[src/rtl/maf_exp_compare.sv]
// Exponent/operation pre-stage of the MAF datapath (A*B + C).
// Two registered stages with valid/ready flow control:
//   S1 latches the product exponent, exp_c and the sign/operation bits.
//   S2 compares exponents, selects the larger one and saturates the
//   alignment shift distance; S2 drives every output directly.
// Zero/inf/NaN encodings are not decoded here; they flow through as plain
// exponent arithmetic.
module maf_exp_compare #(
  parameter int unsigned SIZE_EXP = 8,
  parameter int unsigned SIZE_MAN = 24,
  parameter int unsigned SHIFT_W  = 6
) (
  input  logic                       clk,
  input  logic                       rst_n,

  // Upstream handshake and operands
  input  logic                       valid_in,
  output logic                       ready_in,
  input  logic                       sign_a,
  input  logic                       sign_b,
  input  logic                       sign_c,
  input  logic [SIZE_EXP-1:0]        exp_a,
  input  logic [SIZE_EXP-1:0]        exp_b,
  input  logic [SIZE_EXP-1:0]        exp_c,

  // Downstream handshake and results
  output logic                       valid_out,
  input  logic                       ready_out,
  output logic                       sign_ab,
  output logic                       sign_c_o,
  output logic                       eff_sub,
  output logic                       comp_exp,
  output logic                       exp_eq,
  output logic signed [SIZE_EXP+1:0] exp_max,
  output logic [SHIFT_W-1:0]         align_shift
);

  // Product exponent needs two extra bits: one for the carry of exp_a+exp_b,
  // one for the sign after removing the bias.
  localparam int unsigned ExpAbW   = SIZE_EXP + 2;
  // Difference needs one more bit than the product exponent.
  localparam int unsigned DiffW    = SIZE_EXP + 3;
  localparam int unsigned Bias     = (2 ** (SIZE_EXP - 1)) - 1;
  // Beyond this distance the smaller operand lands entirely in the sticky region.
  localparam int unsigned ShiftSat = 2 * SIZE_MAN + 2;

  // Elaboration-time guard: the shift port must be able to carry the saturation value.
  if (SHIFT_W < $clog2(ShiftSat + 1)) begin : g_shift_w_check
    $error("SHIFT_W too narrow to hold the saturated alignment shift");
  end

  // ---------------------------------------------------------------------------
  // Handshake
  // ---------------------------------------------------------------------------
  logic s1_valid_q;
  logic s2_valid_q;
  logic s1_adv;
  logic s2_adv;

  // S2 may load when it is empty or its entry leaves this cycle; S1 likewise
  // when empty or when S2 takes its entry. ready_in depends only on state and
  // ready_out so there is no combinational path from valid_in.
  always_comb begin
    s2_adv   = !s2_valid_q || ready_out;
    s1_adv   = !s1_valid_q || s2_adv;
    ready_in = s1_adv;
  end

  // ---------------------------------------------------------------------------
  // Stage 1: product exponent and sign/operation bits
  // ---------------------------------------------------------------------------
  logic [ExpAbW-1:0]   exp_ab_d;
  logic                sign_ab_d;
  logic                eff_sub_d;

  logic [ExpAbW-1:0]   exp_ab_q;
  logic [SIZE_EXP-1:0] exp_c_q;
  logic                sign_ab_q;
  logic                sign_c_q;
  logic                eff_sub_q;

  // Unbiased-sum of the multiplicand exponents in two's complement; the
  // width leaves headroom so no overflow is possible for any input.
  always_comb begin
    exp_ab_d  = ExpAbW'(exp_a) + ExpAbW'(exp_b) - ExpAbW'(Bias);
    sign_ab_d = sign_a ^ sign_b;
    eff_sub_d = sign_a ^ sign_b ^ sign_c;
  end

  // S1 register: data loads whenever the stage advances, valid follows valid_in.
  always_ff @(posedge clk or negedge rst_n) begin
    if (!rst_n) begin
      s1_valid_q <= 1'b0;
      exp_ab_q   <= '0;
      exp_c_q    <= '0;
      sign_ab_q  <= 1'b0;
      sign_c_q   <= 1'b0;
      eff_sub_q  <= 1'b0;
    end else if (s1_adv) begin
      s1_valid_q <= valid_in;
      exp_ab_q   <= exp_ab_d;
      exp_c_q    <= exp_c;
      sign_ab_q  <= sign_ab_d;
      sign_c_q   <= sign_c;
      eff_sub_q  <= eff_sub_d;
    end
  end

  // ---------------------------------------------------------------------------
  // Stage 2: exponent comparison, max select and saturated shift distance
  // ---------------------------------------------------------------------------
  logic [DiffW-1:0]   diff;
  logic               diff_neg;
  logic [DiffW-1:0]   diff_abs;
  logic               comp_exp_d;
  logic               exp_eq_d;
  logic [ExpAbW-1:0]  exp_max_d;
  logic [SHIFT_W-1:0] align_shift_d;

  // diff = exp_ab - exp_c with exp_ab sign-extended and exp_c zero-extended.
  always_comb begin
    diff       = {exp_ab_q[ExpAbW-1], exp_ab_q} - DiffW'(exp_c_q);
    diff_neg   = diff[DiffW-1];
    diff_abs   = diff_neg ? (~diff + DiffW'(1)) : diff;
    exp_eq_d   = (diff == '0);
    comp_exp_d = !diff_neg && !exp_eq_d;
    exp_max_d  = comp_exp_d ? exp_ab_q : {2'b00, exp_c_q};
    if (diff_abs > DiffW'(ShiftSat)) begin
      align_shift_d = SHIFT_W'(ShiftSat);
    end else begin
      align_shift_d = diff_abs[SHIFT_W-1:0];
    end
  end

  logic               comp_exp_q;
  logic               exp_eq_q;
  logic [ExpAbW-1:0]  exp_max_q;
  logic [SHIFT_W-1:0] align_shift_q;
  logic               sign_ab_o_q;
  logic               sign_c_o_q;
  logic               eff_sub_o_q;

  // S2 register: holds every output stable while stalled by ready_out.
  always_ff @(posedge clk or negedge rst_n) begin
    if (!rst_n) begin
      s2_valid_q    <= 1'b0;
      comp_exp_q    <= 1'b0;
      exp_eq_q      <= 1'b0;
      exp_max_q     <= '0;
      align_shift_q <= '0;
      sign_ab_o_q   <= 1'b0;
      sign_c_o_q    <= 1'b0;
      eff_sub_o_q   <= 1'b0;
    end else if (s2_adv) begin
      s2_valid_q    <= s1_valid_q;
      comp_exp_q    <= comp_exp_d;
      exp_eq_q      <= exp_eq_d;
      exp_max_q     <= exp_max_d;
      align_shift_q <= align_shift_d;
      sign_ab_o_q   <= sign_ab_q;
      sign_c_o_q    <= sign_c_q;
      eff_sub_o_q   <= eff_sub_q;
    end
  end

  // Outputs come straight from the S2 registers.
  always_comb begin
    valid_out   = s2_valid_q;
    sign_ab     = sign_ab_o_q;
    sign_c_o    = sign_c_o_q;
    eff_sub     = eff_sub_o_q;
    comp_exp    = comp_exp_q;
    exp_eq      = exp_eq_q;
    exp_max     = $signed(exp_max_q);
    align_shift = align_shift_q;
  end

  // ---------------------------------------------------------------------------
  // Protocol properties
  // ---------------------------------------------------------------------------
  // A stalled result must stay valid and unchanged until it is taken.
  property p_stall_hold;
    @(posedge clk) disable iff (!rst_n)
      (valid_out && !ready_out) |=>
        (valid_out && $stable({sign_ab, sign_c_o, eff_sub, comp_exp, exp_eq,
                               exp_max, align_shift}));
  endproperty
  a_stall_hold : assert property (p_stall_hold);

  // comp_exp and exp_eq are mutually exclusive.
  property p_cmp_exclusive;
    @(posedge clk) disable iff (!rst_n) valid_out |-> !(comp_exp && exp_eq);
  endproperty
  a_cmp_exclusive : assert property (p_cmp_exclusive);

endmodule

[config.mk]
export PLATFORM = sky130hd
export DESIGN_NAME = maf_exp_compare
export DESIGN_NICKNAME = d
export VERILOG_FILES = /design/src/rtl/maf_exp_compare.sv
export SDC_FILE = /design/constraint.sdc
export NUM_CORES = 1
export LEC_CHECK = 0
export BUFFER_PORTS_ARGS = -buffer_cell sky130_fd_sc_hd__buf_2
export CAP_MARGIN = 20
export CORE_MARGIN = 2
export CORE_UTILIZATION = 50
export DETAILED_ROUTE_END_ITERATION = 10
export GPL_ROUTABILITY_DRIVEN = 0
export GPL_TIMING_DRIVEN = 0
export PLACE_DENSITY = 0.72
export SKIP_LAST_GASP = 1
export SLEW_MARGIN = 20
export SYNTH_ARGS = -nofsm -noshare
export SYNTH_HDL_FRONTEND = slang
export SYNTH_SLANG_ARGS = --single-unit
[constraint.sdc]
create_clock -name clk -period 8.3 [get_ports clk]
set_input_delay 1.245 -clock clk [delete_from_list [all_inputs] [get_ports clk]]
set_output_delay 1.245 -clock clk [all_outputs]
set_load 0.05 [all_outputs]
## Yosys cells after proc, flatten, opt, wreduce, memory -nomap -nowiden

Index checks and enable logic that the tools add are counted.

- Add/sub/neg operators: 4
- $lt $le $gt $ge: 1
- Multiplexer cells: 3
- Bitwise logic cells: 3
- Reductions and logical operators: 8

Operators by type and width:

| kind | count |
|---|---|
| 11-bit by 1-bit adder with 11-bit output, second input constant | 1 |
| 11-bit by 6-bit > comparator with 1-bit output, second input constant | 1 |
| 11-bit zero test | 1 |
| 11-bit two-way mux | 1 |
| 11-bit inverter | 1 |
| 10-bit by 9-bit subtractor with 11-bit output | 1 |
| 10-bit two-way mux | 1 |
| 9-bit by 7-bit subtractor with 10-bit output, second input constant | 1 |
| 8-bit by 8-bit adder with 9-bit output | 1 |
| 6-bit two-way mux | 1 |
| 1-bit zero test | 4 |
| 1-bit logical OR | 2 |
| 1-bit bitwise XOR | 2 |
| 1-bit logical AND | 1 |

- Flip-flop bits (word level): 44
- Input bits: 31
- Output and inout port bits: 23

## Logic depth before layout (Yosys ltp)

Gate-level depths: netlist of run 1.

- Word-level depth: 6
- Depth in mapped cells: 14
- Depth with buffers taken out: 14

## Least setup slack after synthesis of run 1

OpenSTA, ideal clock, no wires.

- Path type: input -> output
- Start point: input port ready_out
- End point: output port ready_in
- Arrival time: 2,333 ps
- Required time: 7,055 ps
- Setup slack: 4,722 ps
- Stages on the path: 4
- Cell sequence: nor2b_1 nand2_1 clkbuf_1 buf_1

- Cells in the longest elaborated chain, start to end: 2

RTL lines:

| what | line | text |
|---|---|---|
| from (decl) | 28 | `input logic ready_out,` |
| 1-bit logical OR | 64 | `s2_adv = !s2_valid_q \|\| ready_out;` |
| 1-bit logical OR | 65 | `s1_adv = !s1_valid_q \|\| s2_adv;` |
| to (decl) | 18 | `output logic ready_in,` |

No other way between the ends.

## Final worst setup path of run 1

Same ends and word-level chain as after synthesis.

==> impl_metrics.yaml, run 1 <==
timing:
  timing_hold_violations_final: 0
  grt_setup_unrepaired: "no"
  maxSlewViolCount: 0
  finalHoldWorstSlack_ns: 0.478
  fmax_ghz: 0.244
  setup-violations-final: 0
  final_min_period_over_clock_period_pct: 49.4
  slew_headroom_pct: 47.3
  setup_ws_ns: 4.20
  finalClockSkew_ns: 0.00654
  setup_tns_ns: 0
  minimum_period_implied_by_the_final_worst_setup_slack_ns: 4.10
  worst_pin_slew_ns: 0.786
cts:
  cts.sink_count: 44
  max-clock-path-buffers: 2
  postCtsHoldBufs: 0
  clkTransAtPathRegs_ns: 0.09
  cts_h_tree_lvls: 2
  cts_buffers: 5
  cts_post_setup_buffers_inserted: 0
  cts.repair.resized: 0
  tritoncts: "yes"
  clock_latency_ns: 0.30
  cts.root.buffer_cell: "sky130_fd_sc_hd__clkbuf_8"
synth:
  post_synth_inst_count: 316
  netlist_top_cells_count: "sky130_fd_sc_hd__nand2_1, sky130_fd_sc_hd__dfrtp_1, sky130_fd_sc_hd__ha_1"
  syn_area_sq_um: 2950
  yosys_register_bits: 44
  yosysTopAreaCellShare_pct: 37.3
  synth_seq_area_share_pct: 37.3
  postSynth.asyncResetShare_pct: 100
  synth_warnings: 0
  ys_types: 57
  yosysMostFrequentCell: "sky130_fd_sc_hd__nand2_1"
  mappedNetlistNets: 374
  post_synth_main_area_contributors: "sky130_fd_sc_hd__dfrtp_1, sky130_fd_sc_hd__ha_1, sky130_fd_sc_hd__nand2_1, sky130_fd_sc_hd__xnor2_1, sky130_fd_sc_hd__o21ai_0"
  synth_largest_area_cell: "sky130_fd_sc_hd__dfrtp_1"
  average_size_of_a_mapped_cell_sq_um: 9.34
  synth-main-ff-cell: "sky130_fd_sc_hd__dfrtp_1"
  synth-edff-count: 0
worst_setup_path:
  worst-path-max-fanout: 10
  startpoint: "ready_out"
  type_of_origin_of_the_critical_path: "input port"
  crit_path_top_delay_cell: "sky130_fd_sc_hd__clkbuf_1"
  critical_path.most_common_cell: "sky130_fd_sc_hd__buf_2"
  worst_path_largest_cell_delay_ns: 0.50
  crit-reg2reg-capture: "align_shift[1]"
  crit_path_end_kind: "output port"
  rrSetupSlack_ns: 4.78
  reg2regPathDepth: 14
  type_of_the_worst_setup_path: "in2out"
  worstReg2RegStart: "exp_ab_q[0]"
  critPathCapture: "ready_in"
  worst_ep_arrival_time_ns: 2.86
  required_ns: 7.05
  crit_path_cell_trace: "buf_2 -> nor2b_1 -> nand2_1 -> clkbuf_1 -> buf_1 -> buf_2"
finish:
  areaGrowthSynthToFinish_pct: 16.8
  layout.filler_cells: 517
  antenna_cells: 0
  final_net_count: 435
  drive_above_1_share_pct: 24.1
min_path:
  worst_hold_path_type: "reg2reg"
global_route:
  grt_busiest_layer: "met2"
  overflow: 0
  grt_max_degree: 45
  antenna_found_initial: 0
  grt.met1_usage_pct: 26.9
  groute.layer.met2.usage_pct: 37.9
  grt.met3_usage_pct: 3.89
  grt_pass1_vias: 2328
  groute.usage.overall_pct: 21.2
  grt_pass1_wl_um: 10700
power_and_ir_drop:
  power_frac_seq_pct: 26.9
  p_int_mw: 0.583
  switching_share_pct: 46.5
  post_route_total_power_mw: 1.09
  power_frac_comb_pct: 57.1
  p_leak_nw: 1.67
  peak_supply_drop_mv: 0.167
  net-switching-power_mw: 0.508
  power-per-cell-area_nw_per_um2: 316
  p_clk_share_pct: 16.0
run:
  max_cap_viol_count: 0
die:
  dieHeight_um: 80.9
  die_width_um: 80.9
  io_pins: 54
  start_util_pct: 52.7
  design.die.area_sq_um: 6540
  fp-row-count: 27
  core_area_sq_um: 5610
routing:
  drtPass1Iterations: 4
  detail-route-antenna-nets: 0
  average_wire_per_cell_in_the_routed_design_um: 14.4
  vias_per_cell: 5.40
  finalWirelength_um: 6480
  route.vias.total: 2428
  drtIter0Drc: 95
  drc: 0
place:
  port-buffer-count: 53
  post-dp-hpwl_um: 5020
  worst_setup_slack_post_dpl_ns: 4.22
run_status:
  outcome: "finished, final reports clean"
## power by group through the flow
stage	Combinational (mW)	Clock (mW)	Sequential, mW
4_1_cts	0.623	0.180	0.293
5_1_grt	0.683	0.190	0.300
6_report	0.623	0.175	0.293
2_1_floorplan	0.387	0	0.399
3_3_place_gp	0.606	0	0.294
3_5_place_dp	0.619	0	0.298
## cell usage in the layout (no fill, tap or decap), drive strengths merged, types with 2 or more instances in the layout
master	synthesis	routed
nand2b	4	4
a2111oi	2	2
mux2	5	5
o22a	3	3
and3	2	2
o21bai	4	4
nor4	2	2
nand4	2	2
nor3	2	2
clkbuf	8	14
ha	25	25
buf	7	61
a21o	5	5
nor2	17	17
xnor2	17	17
or4	2	2
and2	3	3
xor2	6	6
dfrtp	44	44
fa	2	2
nand3	5	5
a21oi	24	24
o21ai	26	26
o31ai	2	2
nand2	48	48
inv	21	21
mux2i	9	9
## routing by layer
layer	vias to the layer above	share of wire (%)
met1	1145	44
li1	1213	-
met3	6	4.7
met4	0	0.97
met5	-	0
met2	64	50
## layout make-up
class                           count  area [sq um]  share of cell area (%)
Multi-Input combinational cell    236          1690                    49.0
Sequential cell                    44          1100                    31.9
Timing Repair Buffer               54           285                    8.27
Tap cell                           72          90.1                    2.61
Clock buffer                        6          82.6                    2.39
Buffer                             15          81.3                    2.36
Inverter                           21          78.8                    2.29
Clock inverter                      2          38.8                    1.12
## logic make-up after synthesis
logic type	count (synthesis)	synth area share (%)
XOR/XNOR	23	7.58
multiplexers	14	4.96
adder cells (fa/ha/maj)	27	11.9
buffers and inverters	36	5.42
AND/OR/NAND/NOR	95	15.3
flip-flops	44	37.3
AO/OA/AOI/OAI	77	17.5
## worst max-delay path: cells and delay by family
family        cells  cell delay [ns]
simple gates      2             0.19
buf+inv           4             1.41
## metrics by stage
| step | cell area (sq um) | cells | utilization (%) |
|---|---|---|---|
| floorplan | 2950 | 316 | - |
| global placement | 3310 | 441 | 59.0 |
| detailed placement | 3310 | 441 | 59.0 |
| CTS | 3430 | 449 | 61.2 |
| global route | 3450 | 450 | 61.5 |
| finish | 3450 | 450 | 61.5 |
## state kept, by name (all words and copies together) (netlist names)
name,count
sign_ab,1
comp_exp,1
exp_eq,1
s1_valid_q,1
exp_max,10
sign_c_o,1
sign_c_q,1
exp_ab_q,10
eff_sub_q,1
eff_sub,1
sign_ab_q,1
align_shift,6
valid_out,1
exp_c_q,8
## worst min-delay path by stage
stage / startpoint / endpoint / slack (ns) / depth (start not counted)
after floorplan: s1_valid_q / valid_out / 0.43 / 1
after global placement: s1_valid_q / valid_out / 0.44 / 1
after detailed placement: eff_sub / eff_sub / 0.46 / 2
after CTS: eff_sub / eff_sub / 0.48 / 2
after global routing: eff_sub / eff_sub / 0.51 / 2
final: eff_sub / eff_sub / 0.48 / 2
Note: power is estimated with default switching activity, not from simulation.
==> run 2: changes to the inputs <==
--- a/config.mk
+++ b/config.mk
@@ -12,7 +12,7 @@
 export DETAILED_ROUTE_END_ITERATION = 10
 export GPL_ROUTABILITY_DRIVEN = 0
 export GPL_TIMING_DRIVEN = 0
-export PLACE_DENSITY = 0.72
+export PLACE_DENSITY = 0.75
 export SKIP_LAST_GASP = 1
 export SLEW_MARGIN = 20
 export SYNTH_ARGS = -nofsm -noshare
==> constraint.sdc (replaced) <==
create_clock -name clk -period 3.6 [get_ports clk]
set_input_delay 0.54 -clock clk [delete_from_list [all_inputs] [get_ports clk]]
set_output_delay 0.54 -clock clk [all_outputs]
set_load 0.05 [all_outputs]
==> run 2 against run 1 <==
Compared with the run above:
- flip-flop and latch count unchanged
- first-iteration DRC count increased by 14%
- clock skew increased by 0.0024 ns
- final cell count decreased by 0.22%
- sequential share of layout area about the same
- setup slack got worse by 4.0 ns
- total power increased by 130%
- combinational power increased by 130%
- register-to-register slack got worse by 4.6 ns
- clock-buffer cell count unchanged
- via count increased by 1.3%
- die area unchanged
==> impl_metrics.yaml, run 2 (synthesis gave the netlist of run 1 again) <==
timing:
  setup_tns_ns: 0
  maxSlewViolCount: 0
  grt_setup_unrepaired: "no"
  final_min_period_over_clock_period_pct: 95.0
  minimum_period_implied_by_the_final_worst_setup_slack_ns: 3.42
  worst_pin_slew_ns: 0.772
  setup-violations-final: 0
  slew_headroom_pct: 48.3
  fmax_ghz: 0.292
  timing_hold_violations_final: 0
  finalClockSkew_ns: 0.00893
routing:
  drtIter0Drc: 108
  finalWirelength_um: 6460
  average_wire_per_cell_in_the_routed_design_um: 14.4
  vias_per_cell: 5.48
  drc: 0
  route.vias.total: 2459
  detail-route-antenna-nets: 0
  drtPass1Iterations: 4
finish:
  areaGrowthSynthToFinish_pct: 16.7
  layout_commonest_cell: "sky130_fd_sc_hd__buf_2"
  seq_area_sq_um: 1100
  instances_no_fill: 449
  multi_input_gate_area_in_the_final_layout_sq_um: 1710
  layout.filler_cells: 503
  final_net_count: 434
  drive_above_1_share_pct: 24.4
  mostFrequentLayoutCells: "sky130_fd_sc_hd__buf_2, sky130_fd_sc_hd__nand2_1, sky130_fd_sc_hd__dfrtp_1"
  antenna_cells: 0
global_route:
  overflow: 0
  groute.usage.overall_pct: 21.1
  grt_max_degree: 45
  grt_pass1_wl_um: 10600
  grt_pass1_vias: 2338
  antenna_found_initial: 0
cts:
  clock_latency_ns: 0.31
  cts_post_setup_buffers_inserted: 0
  postCtsHoldBufs: 0
  cts.sink_count: 44
  cts_buffers: 5
  cts.root.buffer_cell: "sky130_fd_sc_hd__clkbuf_8"
  clkTransAtPathRegs_ns: 0.09
  max-clock-path-buffers: 2
  cts_h_tree_lvls: 2
  tritoncts: "yes"
die:
  io_pins: 54
  fp-row-count: 27
  core_area_sq_um: 5610
  design.die.area_sq_um: 6540
  start_util_pct: 52.7
  dieHeight_um: 80.9
  die_width_um: 80.9
worst_setup_path:
  worst_ep_arrival_time_ns: 3.63
  critPathTopFamily: "simple AND/OR/NAND/NOR gates"
  critical_path.most_common_cell: "sky130_fd_sc_hd__inv_1"
  required_ns: 3.81
  worst_path_largest_cell_delay_ns: 0.43
  crit_path_end_kind: "register"
  crit_path_top_delay_cell: "sky130_fd_sc_hd__fa_1"
  type_of_the_worst_setup_path: "reg2reg"
  critical_path_buf_inv_count: 3
  worst-path-max-fanout: 6
  crit_path_cell_trace: "inv_1 -> ha_1 -> inv_1 -> fa_1 -> inv_1 -> ha_4 -> and2b_1 -> nand4_1 -> nand2_2 -> nand2_1 -> or4_1 -> a211o_1 -> a221o_1 -> o22a_2"
  type_of_origin_of_the_critical_path: "register"
power_and_ir_drop:
  peak_supply_drop_mv: 0.341
  p_leak_nw: 1.66
  power-per-cell-area_nw_per_um2: 732
place:
  post-dp-hpwl_um: 4870
  port-buffer-count: 53
  place.detailed.instances: 441
min_path:
  worst_hold_path_type: "in2async"
run_status:
  outcome: "finished, final reports clean"
run:
  max_cap_viol_count: 0
run 2: final timing paths:
path / to / slack (ns) / cells past startpoint / from
hold / removal: exp_eq / 0.21 / 1 / rst_n
max in group asynchronous: exp_max[9] / 3.02 / 1 / rst_n
setup reg to reg: align_shift[5] / 0.18 / 14 / exp_ab_q[0]
hold reg to reg: sign_c_o / 0.47 / 2 / sign_c_o
min in group clk: exp_c_q[7] / 0.44 / 3 / exp_c[7]
setup / recovery: align_shift[5] / 0.18 / 14 / exp_ab_q[0]
run 2: area by class of cell:
type,instances,area share (%)
timing repair buffer,53,7.77
sequential,44,31.9
buffer,15,2.36
clock inverter,2,1.13
clock buffer,6,2.40
inverter,21,2.29
multi-input combinational,236,49.5
tap,72,2.61
run 2: where the power goes:
part	total, mW	switching (mW)	internal, mW
Sequential	0.674	0.0691	0.605
Clock	0.414	0.187	0.227
Combinational	1.44	0.920	0.517
Total	2.52	1.18	1.35
run 2: repair_timing:
action / 4_1_cts / 5_1_grt
gates resized for setup: 0 / 3
hold endpoints to repair: 0 / 0
setup endpoints to repair: 0 / 5
run 2: through the flow:
stage	hold slack [ns]	power [mW]	area [sq um]	util [%]	worst slack (ns)
after global placement	0.442	2.07	3310	59.0	0.220
after CTS	0.402	2.52	3430	61.2	0.123
after detailed placement	0.451	2.10	3310	59.0	0.153
final	0.208	2.52	3450	61.5	0.178
after floorplan	0.244	1.81	2950	-	0.450
after global routing	0.256	2.70	3450	61.5	0.0172
run 2: per-layer routing:
layer | part of all wire (%) | wire [um] | track usage, % | vias to the layer above
met1 | 45 | 2890 | 26.3 | 1161
met5 | 0 | 0 | 0 | -
met2 | 49 | 3160 | 37.1 | 78
met3 | 5.6 | 364 | 4.00 | 5
li1 | - | - | - | 1215
met4 | 0.84 | 54 | 6.44 | 0
==> run 3: changes to the inputs <==
--- a/config.mk
+++ b/config.mk
@@ -12,6 +12,7 @@
 export DETAILED_ROUTE_END_ITERATION = 10
 export GPL_ROUTABILITY_DRIVEN = 0
 export GPL_TIMING_DRIVEN = 0
+export MAX_ROUTING_LAYER = met4
 export PLACE_DENSITY = 0.75
 export SKIP_LAST_GASP = 1
 export SLEW_MARGIN = 20
==> run 3 against run 2 <==
Compared with the run above:
- non-clock buffer count did not move
- utilization did not move
- cell area stayed put
- register-to-register slack lost 0.02 ns
- combinational power barely moved
- clock-buffer cell count is the same
- global-route usage is 0.62 points higher
- setup slack worse by 0.016 ns
- via count grew 0.61%
- critical path type unchanged
==> impl_metrics.yaml, run 3 (synthesis gave the netlist of run 1 again) <==
finish:
  final_net_count: 434
  seq_area_sq_um: 1100
  layout.filler_cells: 503
  mostFrequentLayoutCells: "sky130_fd_sc_hd__buf_2, sky130_fd_sc_hd__nand2_1, sky130_fd_sc_hd__dfrtp_1"
  multi_input_gate_area_in_the_final_layout_sq_um: 1710
  drive_above_1_share_pct: 24.4
  layout_commonest_cell: "sky130_fd_sc_hd__buf_2"
  postLayoutCoreUtil_pct: 61.5
  antenna_cells: 0
  areaGrowthSynthToFinish_pct: 16.7
power_and_ir_drop:
  net-switching-power_mw: 1.18
  p_leak_nw: 1.66
  p_int_mw: 1.35
  power-per-cell-area_nw_per_um2: 733
  power_frac_seq_pct: 26.7
  p_clk_share_pct: 16.4
  power_frac_comb_pct: 56.9
  peak_supply_drop_mv: 0.341
  post_route_total_power_mw: 2.53
  switching_share_pct: 46.6
routing:
  drc: 0
  detail-route-antenna-nets: 0
  met1Wirelength_um: 2890
  top_layer: "met4"
  average_wire_per_cell_in_the_routed_design_um: 14.5
  vias_per_cell: 5.51
  drtIter0Drc: 111
  finalWirelength_um: 6500
  dr_wl_met2_um: 3140
  route.vias.total: 2474
  dr_wl_met3_um: 392
  drtPass1Iterations: 4
worst_setup_path:
  type_of_origin_of_the_critical_path: "register"
  crit_path_top_delay_cell: "sky130_fd_sc_hd__fa_1"
  worst_path_largest_cell_delay_ns: 0.43
  worst_ep_arrival_time_ns: 3.65
  worst-path-max-fanout: 6
  crit_path_end_kind: "register"
  crit_path_cell_trace: "inv_1 -> ha_1 -> inv_1 -> fa_1 -> inv_1 -> ha_4 -> and2b_1 -> nand4_1 -> nand2_2 -> nand2_1 -> or4_1 -> a211o_1 -> a221o_1 -> o22a_2"
  type_of_the_worst_setup_path: "reg2reg"
  critical_path.most_common_cell: "sky130_fd_sc_hd__inv_1"
  required_ns: 3.81
global_route:
  groute.usage.overall_pct: 21.7
  grt_max_degree: 45
  grt_pass1_vias: 2341
  antenna_found_initial: 0
  grt_pass1_wl_um: 10600
  overflow: 0
place:
  port-buffer-count: 53
  post-dp-hpwl_um: 4870
cts:
  cts.root.buffer_cell: "sky130_fd_sc_hd__clkbuf_8"
  max-clock-path-buffers: 2
  clock_latency_ns: 0.31
  cts.sink_count: 44
  tritoncts: "yes"
  cts_post_setup_buffers_inserted: 0
  cts_buffers: 5
  clkTransAtPathRegs_ns: 0.09
  cts_h_tree_lvls: 2
min_path:
  worst_hold_path_type: "in2async"
timing:
  setup_tns_ns: 0
  timing_hold_violations_final: 0
  maxSlewViolCount: 0
  setup-violations-final: 0
  final_min_period_over_clock_period_pct: 95.5
  finalClockSkew_ns: 0.0113
  minimum_period_implied_by_the_final_worst_setup_slack_ns: 3.44
  fmax_ghz: 0.291
  slew_headroom_pct: 48.4
  grt_setup_unrepaired: "no"
  worst_pin_slew_ns: 0.769
die:
  start_util_pct: 52.7
  core_area_sq_um: 5610
  die_width_um: 80.9
  io_pins: 54
  design.die.area_sq_um: 6540
  dieHeight_um: 80.9
  fp-row-count: 27
run_status:
  outcome: "finished, final reports clean"
run:
  max_cap_viol_count: 0
==> run 3: cell counts in the layout (fill, tap and decap cells not counted) <==
Identical to the previous run, type by type.
==> run 3: path summary, 6_finish.rpt <==
check                                 start              to  slack [ns]  depth (start not counted)
worst max-delay path            exp_ab_q[0]  align_shift[1]        0.16                         14
worst min-delay path                  rst_n          exp_eq        0.20                          1
worst max register to register  exp_ab_q[0]  align_shift[1]        0.16                         14
worst min register to register     sign_c_o        sign_c_o        0.47                          2
max in group asynchronous             rst_n      exp_max[9]        3.02                          1
min in group clk                   exp_c[7]      exp_c_q[7]        0.44                          3
==> run 3: cell type report <==
class	count	area share (%)
Buffer	15	2.36
Multi-Input combinational cell	236	49.5
Timing Repair Buffer	53	7.77
Clock buffer	6	2.40
Sequential cell	44	31.9
Tap cell	72	2.61
Clock inverter	2	1.13
Inverter	21	2.29
==> run 3: repair_timing <==
item / CTS / global route
hold buffers: 0 / 0
resized for setup: 0 / 3
endpoints found under the setup margin: 0 / 5
==> run 3: power groups by stage <==
stage	clock [mW]	sequential, mW	combinational [mW]
floorplan	0	0.919	0.892
global placement	0	0.678	1.39
detailed placement	0	0.684	1.42
CTS	0.421	0.674	1.42
global route	0.442	0.689	1.57
finish	0.415	0.674	1.44
==> run 3: per-stage QoR <==
stage          hold slack (ns)  std cells  area (sq um)  worst slack, ns
2_1_floorplan            0.244        316          2950            0.450
3_3_place_gp             0.442        441          3310            0.220
3_5_place_dp             0.451        441          3310            0.153
4_1_cts                  0.402        449          3430            0.123
5_1_grt                  0.256        449          3450           0.0172
6_report                 0.205        449          3450            0.163
==> run 3: critical path, delay by kind of cell (launching register included) <==
family	cells	cell delay, ns
AO/OA/AOI/OAI	3	0.91
AND/OR/NAND/NOR	5	0.91
flip-flops	1	0.39
adder cells (fa/ha/maj)	3	0.81
buffers and inverters	3	0.32
==> run 3: routing by layer <==
metal	up-vias	global-route usage (%)
met5	-	-
met1	1171	26.4
li1	1219	-
met3	7	3.78
met2	77	37.1
met4	0	6.44
